$ cat src/rtl/dma_chan_addr_datapath.sv
// Multi-channel DMA address/count datapath: byte-serial register programming over DB
// in program mode, per-transfer address/count stepping with terminal count in active mode.
module dma_chan_addr_datapath #(
   parameter int NUM_CH = 4,
   parameter int ADDR_W = 16,
   parameter int DATA_W = 8
) (
   input  logic              CLK,
   input  logic              RESET,
   input  logic              CS_N,
   input  logic              IOW_N,
   input  logic              IOR_N,
   input  logic [3:0]        ADDR_L,
   input  logic [DATA_W-1:0] DB_IN,
   output logic [DATA_W-1:0] DB_OUT,
   output logic              DB_OE,
   input  logic              HLDA,
   input  logic [1:0]        ACT_CH,
   input  logic              XFER,
   input  logic [NUM_CH-1:0] MODE_DEC,
   input  logic [NUM_CH-1:0] MODE_AUTO,
   output logic [ADDR_W-1:0] ADDR_OUT,
   output logic              TC,
   output logic              BP_OUT
);

   localparam int BYTES = ADDR_W / 8;
   localparam int PW    = (BYTES > 1) ? $clog2(BYTES) : 1;
   localparam logic [PW-1:0] LAST_PTR = PW'(BYTES - 1);

   // Register file is always four slots deep; slots at or above NUM_CH are never written.
   logic [ADDR_W-1:0] r_baseAddr [4];
   logic [ADDR_W-1:0] r_curAddr  [4];
   logic [ADDR_W-1:0] r_baseCnt  [4];
   logic [ADDR_W-1:0] r_curCnt   [4];

   logic [PW-1:0]     r_ptr;
   logic              r_iowPrev;
   logic              r_iorPrev;
   logic              r_tc;
   logic [DATA_W-1:0] r_dbOut;
   logic              r_dbOe;

   logic              w_progMode;
   logic              w_wrAcc;
   logic              w_rdAcc;
   logic              w_isSlot;
   logic [1:0]        w_slotCh;
   logic              w_slotValid;
   logic              w_actValid;
   logic              w_xferValid;
   logic [PW-1:0]     w_ptrNext;
   logic [ADDR_W-1:0] w_rdReg;
   logic [7:0]        w_rdByte;
   logic [3:0]        w_dec4;
   logic [3:0]        w_auto4;
   logic [ADDR_W-1:0] w_curA;
   logic [ADDR_W-1:0] w_curC;
   logic [ADDR_W-1:0] w_stepAddr;

   assign w_progMode  = !CS_N && !HLDA;
   assign w_wrAcc     = w_progMode && !IOW_N && r_iowPrev;
   assign w_rdAcc     = w_progMode && !IOR_N && r_iorPrev && !w_wrAcc;
   assign w_isSlot    = !ADDR_L[3];
   assign w_slotCh    = ADDR_L[2:1];
   assign w_slotValid = w_isSlot && ({1'b0, w_slotCh} < 3'(NUM_CH));
   assign w_actValid  = HLDA && ({1'b0, ACT_CH} < 3'(NUM_CH));
   assign w_xferValid = w_actValid && XFER;
   assign w_ptrNext   = (r_ptr == LAST_PTR) ? '0 : r_ptr + PW'(1);

   assign w_curA      = r_curAddr[ACT_CH];
   assign w_curC      = r_curCnt[ACT_CH];
   assign w_stepAddr  = w_dec4[ACT_CH] ? w_curA - ADDR_W'(1) : w_curA + ADDR_W'(1);

   always_comb begin
      w_dec4               = '0;
      w_auto4              = '0;
      w_dec4[NUM_CH-1:0]   = MODE_DEC;
      w_auto4[NUM_CH-1:0]  = MODE_AUTO;
   end

   always_comb begin
      w_rdByte = '0;
      w_rdReg  = ADDR_L[0] ? r_curCnt[w_slotCh] : r_curAddr[w_slotCh];
      for (int b = 0; b < BYTES; b++) begin
         if (r_ptr == PW'(b)) w_rdByte = w_rdReg[b*8 +: 8];
      end
      if (!w_slotValid) w_rdByte = '0;
   end

   // Programming and transfer stepping never coincide: program mode requires HLDA low.
   always_ff @(posedge CLK or posedge RESET) begin
      if (RESET) begin
         for (int i = 0; i < 4; i++) begin
            r_baseAddr[i] <= '0;
            r_curAddr[i]  <= '0;
            r_baseCnt[i]  <= '0;
            r_curCnt[i]   <= '0;
         end
         r_ptr <= '0;
         r_tc  <= 1'b0;
      end else begin
         r_tc <= 1'b0;
         if (w_wrAcc) begin
            if (ADDR_L == 4'hD) begin
               for (int i = 0; i < 4; i++) begin
                  r_baseAddr[i] <= '0;
                  r_curAddr[i]  <= '0;
                  r_baseCnt[i]  <= '0;
                  r_curCnt[i]   <= '0;
               end
               r_ptr <= '0;
            end else if (ADDR_L == 4'hC) begin
               r_ptr <= '0;
            end else if (w_isSlot) begin
               if (w_slotValid) begin
                  for (int b = 0; b < BYTES; b++) begin
                     if (r_ptr == PW'(b)) begin
                        if (ADDR_L[0]) begin
                           r_baseCnt[w_slotCh][b*8 +: 8] <= DB_IN[7:0];
                           r_curCnt[w_slotCh][b*8 +: 8]  <= DB_IN[7:0];
                        end else begin
                           r_baseAddr[w_slotCh][b*8 +: 8] <= DB_IN[7:0];
                           r_curAddr[w_slotCh][b*8 +: 8]  <= DB_IN[7:0];
                        end
                     end
                  end
               end
               r_ptr <= w_ptrNext;
            end
         end else if (w_rdAcc && w_isSlot) begin
            r_ptr <= w_ptrNext;
         end

         // A zero count before the transfer is terminal; decrementing it wraps to all ones.
         if (w_xferValid) begin
            r_tc <= (w_curC == '0);
            if ((w_curC == '0) && w_auto4[ACT_CH]) begin
               r_curAddr[ACT_CH] <= r_baseAddr[ACT_CH];
               r_curCnt[ACT_CH]  <= r_baseCnt[ACT_CH];
            end else begin
               r_curAddr[ACT_CH] <= w_stepAddr;
               r_curCnt[ACT_CH]  <= w_curC - ADDR_W'(1);
            end
         end
      end
   end

   always_ff @(posedge CLK or posedge RESET) begin
      if (RESET) begin
         r_iowPrev <= 1'b1;
         r_iorPrev <= 1'b1;
         r_dbOut   <= '0;
         r_dbOe    <= 1'b0;
      end else begin
         r_iowPrev <= IOW_N;
         r_iorPrev <= IOR_N;
         r_dbOe    <= w_progMode && !IOR_N;
         if (w_rdAcc) begin
            r_dbOut <= DATA_W'(w_rdByte);
         end else if (IOR_N) begin
            r_dbOut <= '0;
         end
      end
   end

   assign ADDR_OUT = w_actValid ? r_curAddr[ACT_CH] : '0;
   assign TC       = r_tc;
   assign BP_OUT   = (r_ptr != '0);
   assign DB_OUT   = r_dbOut;
   assign DB_OE    = r_dbOe;

endmodule

$ cat config.mk
export PLATFORM = sky130hd
export DESIGN_NAME = dma_chan_addr_datapath
export DESIGN_NICKNAME = d
export VERILOG_FILES = /design/src/rtl/dma_chan_addr_datapath.sv
export SDC_FILE = /design/constraint.sdc
export NUM_CORES = 1
export LEC_CHECK = 0
export CORE_AREA = 4 4 154 305
export CTS_BUF_LIST = sky130_fd_sc_hd__clkbuf_4 sky130_fd_sc_hd__clkbuf_8 sky130_fd_sc_hd__clkbuf_16
export DETAILED_ROUTE_END_ITERATION = 10
export DIE_AREA = 0 0 158 309
export GPL_TIMING_DRIVEN = 0
export PLACE_DENSITY = 0.51
export SLEW_MARGIN = 20
export SYNTH_ARGS = -nofsm -noshare
export SYNTH_HDL_FRONTEND = slang
export SYNTH_SLANG_ARGS = --single-unit
$ cat constraint.sdc
create_clock -name CLK -period 16.65 [get_ports CLK]
set_input_delay 4.995 -clock CLK [delete_from_list [all_inputs] [get_ports CLK]]
set_output_delay 4.995 -clock CLK [all_outputs]
set_load 0.03 [all_outputs]
==> flow_metrics.py <==
metrics = {
    "outcome": {
        "outcome": "finished, final reports clean",
    },
    "sta": {
        "setup_tns_ns": 0,
        "finalCritPeriodShare_pct": 90.6,
        "layout_min_cycle_time_ns": 15.09,
        "final-setup-viol-count": 0,
        "setup_ws_ns": 1.56,
        "max_freq_mhz": 66.3,
        "finClkSkew_ns": 0.0148,
        "hold_viol_final": 0,
        "worst_pin_slew_ns": 1.19,
        "max-slew-margin-rel_pct": 20.6,
        "rsz0062_at_grt": "no",
        "slew_violations": 0,
        "holdWs_ns": 0.472,
    },
    "global_route": {
        "grt.overflow.total": 0,
        "grt_pass1_wl_um": 99400,
        "grt_max_degree": 99,
        "antenna_found_initial": 0,
        "grt_pass1_vias": 13838,
        "grtUsageTotal_pct": 28.0,
    },
    "setup_path": {
        "worstPathRequired_ns": 11.65,
        "worstSetupPathType": "in2out",
        "worstPathArrival_ns": 10.09,
        "critPathMaxStageDelay_ns": 0.80,
        "crit_top_cell": "clkbuf_1",
        "path_cells": "clkdlybuf4s50_1 -> clkbuf_1 -> buf_1 -> clkbuf_1 -> clkbuf_1 -> mux4_2 -> and2_1 -> clkdlybuf4s50_1",
        "cpMaxStageDelayCell": "buf_1",
        "cp_num_buf_inv": 6,
        "cp-start-kind": "input pin",
        "critPathTopFamily": "buffers and inverters",
        "reg2reg_slack_ns": 13.24,
        "endpoint_kind": "output pin",
        "worstPathMaxFanout": 10,
    },
    "yosys": {
        "ys_async_sr_fraction_pct": 100,
        "synth_enable_flop_cells": 0,
        "synthCells": 1553,
        "yosys_warnings": 0,
        "yosysTopAreaCell": "dfrtp_1",
        "ys.flop_type": "dfrtp_1",
        "ys_seq_elements": 269,
        "synth_top_area_share_pct": 43.2,
        "synth_area_leaders": "dfrtp_1, mux4_2, nand2_1",
        "yosysMostFrequentCell": "dfrtp_1",
        "syn_area_mm2": 0.0155,
        "synth-seq-area-share_pct": 43.6,
        "synth_cell_types": 60,
        "syn-num-nets": 1599,
        "netlist_top_cells_count": "dfrtp_1, nand2_1, a21oi_1",
        "syn_area_per_cell_um2": 9.95,
    },
    "floorplan": {
        "dieArea_mm2": 0.0488,
        "io_pins": 56,
        "initial_utilization_pct": 34.6,
        "die_x_um": 158,
        "core-area_mm2": 0.0447,
        "die_h_um": 309,
        "rows": 110,
    },
    "power_and_ir_drop": {
        "p_per_area_mw_per_mm2": 143,
        "p_leak_nw": 6.92,
        "vdd_drop_max_v": 0.0000960,
        "power_mw": 2.54,
    },
    "clock_tree": {
        "cts_root_buf": "clkbuf_16",
        "ctsLongestPathBuffers": 3,
        "h-tree-depth": 1,
        "numClockSinks": 269,
        "cts_tree": "built",
        "holdBufCountCts": 0,
        "path_clk_slew_ns": 0.06,
        "post_cts.repair.setup_buffers": 0,
        "clock_latency_ns": 0.58,
        "numCtsBuffers": 28,
        "cts_resized": 0,
    },
    "placed_design": {
        "preCtsSetupSlack_ns": 1.67,
        "globalplace.congestion": 1.02,
        "io_buffer_count": 50,
        "hpwl_um": 50200,
    },
    "finish": {
        "seq_area_mm2": 0.00673,
        "drive_above_1_share_pct": 12.2,
        "fill_cells": 4440,
        "multiInputGateArea_mm2": 0.00818,
        "area_delta_synth_final_pct": 14.8,
        "diodes": 0,
        "nets": 1686,
        "postLayoutCoreUtil_pct": 39.7,
    },
    "drt": {
        "drc": 0,
        "ant_nets": 0,
        "drtIter0Drc": 1666,
        "via_count": 14070,
        "routedWlPerCell_um": 30.9,
        "wl_um": 68600,
        "firstDrtPassIters": 6,
        "vias_per_cell": 6.34,
    },
    "run": {
        "cap_violations": 0,
    },
    "min_path": {
        "hold_class": "reg2reg",
    },
}
## final cells by class
type,instances,area share [%]
clock inverter,10,0.472
inverter,20,0.465
multi-input combinational,1134,46.1
sequential,269,37.9
clock buffer,40,4.77
tap,560,3.95
buffer,130,3.03
timing repair buffer,57,3.29
## through the flow
step	std cells	instance area [µm²]
3_5_place_dp	2170	16800
6_report	2220	17700
2_1_floorplan	1553	15500
5_1_grt	2220	17700
3_3_place_gp	2163	16700
4_1_cts	2220	17700
## metal layers
| layer | global-route usage [%] | share of wire, % | up-vias |
|---|---|---|---|
| li1 | - | - | 5975 |
| met4 | 15.5 | 7.0 | 0 |
| met3 | 4.09 | 8.6 | 199 |
| met2 | 43.0 | 45 | 864 |
| met5 | 0 | 0 | - |
| met1 | 38.1 | 39 | 7032 |
## state kept, by name, summed over array words and instances (netlist names)
signal and flops:
r_curAddr 64, TC 1, r_iowPrev 1, DB_OUT 8
r_baseCnt 64, DB_OE 1, r_curCnt 64, BP_OUT 1
r_iorPrev 1, r_baseAddr 64
## power by group
group          total (mW)  switching (mW)  leakage [nW]  internal, mW
logic               0.976           0.565          3.06         0.411
clock network       0.652           0.284         0.466         0.368
registers           0.916           0.117          3.39         0.799
total                2.54           0.966          6.92          1.58
## path summary, 6_finish.rpt
path	startpoint	to	depth (start not counted)
min reg2reg	r_baseAddr[2]	r_baseAddr[2]	1
max in group asynchronous	RESET	r_baseCnt[46]	3
min in group asynchronous	RESET	r_baseAddr[59]	2
max reg2reg	r_curCnt[2]	r_curAddr[43]	10
min	r_baseAddr[2]	r_baseAddr[2]	1
max	ACT_CH[1]	ADDR_OUT[13]	8
## kinds of logic after synthesis
kind of cell,share of synthesized area (%)
DFF,43.6
adders and majority gates,1.42
buffers and inverters,3.95
muxes,15.9
and+or+nand+nor,13.7
AOI/OAI and AO/OA,20.5
xor gates and xnor gates,0.963
## placed cells by master, fill, tap and decap left out, drive strengths merged, types with 38 or more instances in the layout
cell	count
a21oi	143
clkbuf	146
mux4	99
nor2	98
clkdlybuf4s50	50
a221oi	61
a211oi	40
dfrtp	267
nand2	242
o21ai	149
a22o	38
(Power assumes the default switching activity.)
